[config.mk]
export PLATFORM = sky130hd
export DESIGN_NAME = ram_bist_ctrl
export DESIGN_NICKNAME = d
export VERILOG_FILES = /design/src/rtl/ram_bist_ctrl.sv
export SDC_FILE = /design/constraint.sdc
export NUM_CORES = 1
export LEC_CHECK = 0
export BUFFER_PORTS_ARGS = -buffer_cell sky130_fd_sc_hd__buf_2
export CORE_MARGIN = 8
export CORE_UTILIZATION = 50
export CTS_CLUSTER_SIZE = 24
export DETAILED_ROUTE_END_ITERATION = 6
export GPL_ROUTABILITY_DRIVEN = 0
export HOLD_SLACK_MARGIN = 0.03
export MAX_ROUTING_LAYER = met4
export PLACE_DENSITY = 0.74
export SLEW_MARGIN = 20
export SYNTH_ARGS = -nofsm -noshare
export SYNTH_HDL_FRONTEND = slang
export SYNTH_SLANG_ARGS = --single-unit
[constraint.sdc]
create_clock -name clk -period 2.5 [get_ports clk]
set_input_delay 0.25 -clock clk [delete_from_list [all_inputs] [get_ports clk]]
set_output_delay 0.25 -clock clk [all_outputs]
set_load 0.02 [all_outputs]
[src/rtl/ram_bist_ctrl.sv]
// rtl/ram_bist_ctrl.sv - write/read-back BIST sequencer for a synchronous RAM
// Optional RAM_BIST_INV_EN adds a second pass using the inverted pattern.
module ram_bist_ctrl #(
    parameter int ADDR_W   = 10,
    parameter int DATA_W   = 8,
    parameter int DEPTH    = 1024,
    parameter int PAT_SEED = 0
) (
    input  logic              clk,
    input  logic              rst_n,
    input  logic              start,
    output logic              busy,
    output logic              done,
    output logic              pass,
    output logic [ADDR_W-1:0] fail_addr,
    output logic [ADDR_W:0]   fail_cnt,
    output logic [ADDR_W-1:0] mem_addr,
    output logic [DATA_W-1:0] mem_wdata,
    input  logic [DATA_W-1:0] mem_rdata,
    output logic              mem_cs,
    output logic              mem_wr,
    output logic              mem_rd
);

    typedef enum logic [2:0] {
        S_IDLE,
        S_WRITE,
        S_READ,
        S_DRAIN,
        S_DONE
    } state_t;

    localparam logic [ADDR_W-1:0] LAST_ADDR = ADDR_W'(DEPTH - 1);

    state_t            state, state_nxt;
    logic [ADDR_W-1:0] addr;
    logic [DATA_W-1:0] exp_data;
    logic [ADDR_W-1:0] exp_addr;
    logic              cmp_valid;
    logic              mismatch;
    logic              last_addr;
    logic              run_start;
    logic              run_end;
    logic [DATA_W-1:0] pat_cur;

    function automatic logic [DATA_W-1:0] pattern(input logic [ADDR_W-1:0] a);
        return DATA_W'((32'(a) << 1) + 32'(PAT_SEED));
    endfunction

`ifdef RAM_BIST_INV_EN
    logic inv_sel;
    assign pat_cur = pattern(addr) ^ {DATA_W{inv_sel}};
`else
    assign pat_cur = pattern(addr);
`endif

    assign last_addr = (addr == LAST_ADDR);
    assign run_start = (state == S_IDLE) && start;
    assign run_end   = (state == S_DRAIN) && (state_nxt == S_DONE);
    assign mismatch  = cmp_valid && (mem_rdata != exp_data);

    always_ff @(posedge clk or negedge rst_n) begin
        if (!rst_n) begin
            state <= S_IDLE;
        end else begin
            state <= state_nxt;
        end
    end

    always_comb begin
        state_nxt = state;
        busy      = 1'b0;
        done      = 1'b0;
        mem_cs    = 1'b0;
        mem_wr    = 1'b0;
        mem_rd    = 1'b0;
        mem_addr  = '0;
        mem_wdata = '0;
        case (state)
            S_IDLE: begin
                if (start) state_nxt = S_WRITE;
            end
            S_WRITE: begin
                busy      = 1'b1;
                mem_cs    = 1'b1;
                mem_wr    = 1'b1;
                mem_addr  = addr;
                mem_wdata = pat_cur;
                if (last_addr) state_nxt = S_READ;
            end
            S_READ: begin
                busy     = 1'b1;
                mem_cs   = 1'b1;
                mem_rd   = 1'b1;
                mem_addr = addr;
                if (last_addr) state_nxt = S_DRAIN;
            end
            S_DRAIN: begin
                busy = 1'b1;
`ifdef RAM_BIST_INV_EN
                state_nxt = inv_sel ? S_DONE : S_WRITE;
`else
                state_nxt = S_DONE;
`endif
            end
            S_DONE: begin
                done      = 1'b1;
                state_nxt = S_IDLE;
            end
            default: state_nxt = S_IDLE;
        endcase
    end

    // Read data returns one cycle after the request, so the expectation trails by one.
    always_ff @(posedge clk or negedge rst_n) begin
        if (!rst_n) begin
            addr      <= '0;
            exp_data  <= '0;
            exp_addr  <= '0;
            cmp_valid <= 1'b0;
        end else begin
            if ((state == S_WRITE) || (state == S_READ)) begin
                addr <= last_addr ? '0 : addr + ADDR_W'(1);
            end else begin
                addr <= '0;
            end
            exp_data  <= pat_cur;
            exp_addr  <= addr;
            cmp_valid <= (state == S_READ);
        end
    end

    always_ff @(posedge clk or negedge rst_n) begin
        if (!rst_n) begin
            fail_cnt  <= '0;
            fail_addr <= '0;
            pass      <= 1'b0;
        end else if (run_start) begin
            fail_cnt  <= '0;
            fail_addr <= '0;
            pass      <= 1'b0;
        end else begin
            if (mismatch && (fail_cnt != '1)) begin
                fail_cnt <= fail_cnt + (ADDR_W + 1)'(1);
            end
            if (mismatch && (fail_cnt == '0)) begin
                fail_addr <= exp_addr;
            end
            if (run_end) begin
                pass <= (fail_cnt == '0) && !mismatch;
            end
        end
    end

`ifdef RAM_BIST_INV_EN
    always_ff @(posedge clk or negedge rst_n) begin
        if (!rst_n) begin
            inv_sel <= 1'b0;
        end else if (run_start) begin
            inv_sel <= 1'b0;
        end else if ((state == S_DRAIN) && !inv_sel) begin
            inv_sel <= 1'b1;
        end
    end
`endif

endmodule

==> flow_summary_export.csv <==
group,metric,value,unit
clock_network,numCtsBuffers,5,
detailed_routing,dr_wl_met2,2.36,mm
yosys,ys_seq_elements,46,
sta,setup_tns,0,ns
sta,slew_viol_final,0,
sta,hold_viol_final,0,
setup_path,cp_data_arrival_time,1.88,ns
setup_path,critPathKind,"reg -> out",
detailed_routing,drt-total-wl,4.89,mm
setup_path,worstSetupStartpointType,"flop",
power_and_ir_drop,leakage,0.00134,µW
yosys,ys_async_sr_fraction,100,%
detailed_routing,highest_layer,"met4",
final_layout,drive_above_1_share,28.4,%
global_route,grt_max_degree,29,
yosys,synth_nets,227,
yosys,synth-main-ff-cell,"dfrtp_1",
sta,finalSetupViolations,0,
yosys,synth-compound-area-share,7.76,%
yosys,synth_top_area_cell,"dfrtp_1",
detailed_routing,drt-pass1-iter-count,4,
clock_network,clkLatencyLatePin,0.30,ns
clock_network,postCtsResizedCells,0,
clock_network,ctsRootBufferMaster,"clkbuf_8",
setup_path,rr_startpoint,"fail_cnt[0]",
detailed_routing,via_count,1708,
clock_network,clk_pin_slew,0.08,ns
detailed_routing,drt_iter0_drc,71,
yosys,syn_area,2210,µm²
floorplan,die_y,82.5,µm
yosys,synthSimpleGateAreaFrac,23.3,%
floorplan,die_w,82.5,µm
floorplan,initial_core_util,51.5,%
outcome,status,"finished, final reports clean",
yosys,synth_edf_count,0,
yosys,yosys.area_share.adder,1.70,%
yosys,yosys.area.top_type_share,52.1,%
final_layout,syn_to_final_growth,19.5,%
setup_path,crit_path_start,"state[1]",
final_layout,final_nets,284,
yosys,syn_inst,213,
placed_design,port_buffers,54,
yosys,synth.most_common_cell,"dfrtp_1",
detailed_routing,wl_met3,271,µm
setup_path,crit_fanout,13,
yosys,synth_commonest_cells,"46 x dfrtp_1, 30 x nor2_1, 17 x and2_1, 17 x nand2_1",
placed_design,dp_hpwl,3.60,mm
sta,relSlewSlack,59.0,%
clock_network,post-cts-setup-buffers,0,
global_route,grt_pass1_wl,8.17,mm
sta,fin_crit_sh,85.2,%
global_route,grt_use_total,16.1,%
sta,rsz0062_at_grt,"false",
yosys,synthXorXnorAreaFrac,6.74,%
final_layout,diodes,0,
final_layout,nFillCells,368,
floorplan,fp.dieArea,6800,µm²
yosys,synth_seq_area_share,52.1,%
global_route,overflow,0,
sta,max_freq,470,MHz
global_route,grt_pass1_vias,1704,
sta,clock_skew,0.00316,ns
detailed_routing,vias_per_cell,5.29,
clock_network,cts_tree,"done",
setup_path,crit_required,2.25,ns
clock_network,clock_sinks,46,
global_route,antenna_found_initial,0,
detailed_routing,drcViolationCount,0,
yosys,synthTopCellsByArea,"dfrtp_1 52%, nor2_1 5.1%, mux2i_1 5.0%, and2_1 4.8%, xor2_1 4.4%",
sta,fin_worst_hold_slack,0.410,ns
power_and_ir_drop,power_density,469,nW/µm²
yosys,synth.mux.area_fraction,4.98,%
yosys,synth_top_family_by_area,"simple AND/OR/NAND/NOR gates",
power_and_ir_drop,vdd_drop_max,368,µV
setup_path,endpoint_kind,"output port",
yosys,synth_cell_type_count,40,
detailed_routing,wl_per_cell,15.1,µm
clock_network,cts_buffer_depth,2,
run,cap_viol_max_count,0,
detailed_routing,drtAntennaViolNets,0,
sta,worst_pin_slew,0.611,ns
detailed_routing,wl_met1,2.19,mm
yosys,yosys_warnings,0,
floorplan,pin_count,56,
clock_network,htreeDepth,2,
floorplan,row_count,24,
worst_hold_path,hold_path_class,"in -> async",
sta,final.min_clock_period,2.13,ns
yosys,avgSynthCellArea,10.4,µm²
floorplan,core_area,4290,µm²
## per-stage QoR
| stage | util, % | cells | setup slack (ns) | area, µm² | total power [µW] |
|---|---|---|---|---|---|
| 4_1_cts | 61.5 | 323 | 0.370 | 2640 | 1250 |
| 5_1_grt | 61.5 | 323 | 0.209 | 2640 | 1290 |
| 2_1_floorplan | - | 213 | 0.529 | 2210 | 777 |
| 6_report | 61.5 | 323 | 0.370 | 2640 | 1240 |
| 3_5_place_dp | 59.2 | 314 | 0.395 | 2540 | 805 |
| 3_3_place_gp | 59.2 | 314 | 0.447 | 2540 | 805 |
## final timing paths
check	slack [ns]	cells after the start	to
hold / removal	0.41	2	addr[5]
setup reg to reg	0.38	6	fail_cnt[2]
min in group clk	0.43	5	fail_cnt[10]
setup / recovery	0.37	4	mem_addr[7]
hold reg to reg	0.45	0	exp_addr[4]
max in group asynchronous	1.38	3	fail_cnt[0]
## placed cells by master, fill, tap and decap left out, drive strengths merged, types with 5 or more instances in the layout
cell type  count
buf           58
a21oi          6
dfrtp         46
nor2          30
xnor2          6
clkbuf         5
xor2          11
mux2i         11
nand2         17
inv            7
and2          17
and3           6
## worst max-delay path: stages, from the launching register on
cell	delay, ns
dfrtp_1	0.45
xnor2_1	0.24
nor2_1	0.52
and2_1	0.21
buf_2	0.17
## power by group
group / total [µW] / switching, µW / internal, µW
combinational: 43.6 / 29.0 / 14.6
sequential: 746 / 1.52 / 745
clock: 448 / 251 / 196
total: 1240 / 282 / 956
## cell families after synthesis
logic type,Yosys count
other cells,1
flops,46
compound gates,23
fa+ha+maj,3
mux,11
xor+xnor,17
simple gates,96
buf+inv,16
## registers in the layout, indices dropped and copies added, names as in the netlist
signal / flops
addr: 10
cmp_valid: 1
exp_addr: 10
fail_addr: 10
fail_cnt: 11
pass: 1
state: 3
## routing by layer
layer | global-route usage, % | vias up
met5 | - | -
met4 | 5.79 | 0
met3 | 3.35 | 6
met2 | 25.8 | 40
met1 | 19.7 | 823
li1 | - | 839
## area by class of cell
type,instances,area [µm²],share of cell area (%)
Timing Repair Buffer,59,310,11.7
Multi-Input combinational cell,151,998,37.8
Inverter,7,26.3,0.995
Clock buffer,5,68.8,2.61
Clock inverter,3,21.3,0.805
Sequential cell,46,1150,43.6
Tap cell,52,65.1,2.46
## repair_timing
action / 4_1_cts / 5_1_grt
hold endpoints to repair: 18 / 0
hold buffers: 1 / 0
setup endpoints to repair: 0 / 0
Note: power is estimated with default switching activity, not from simulation.
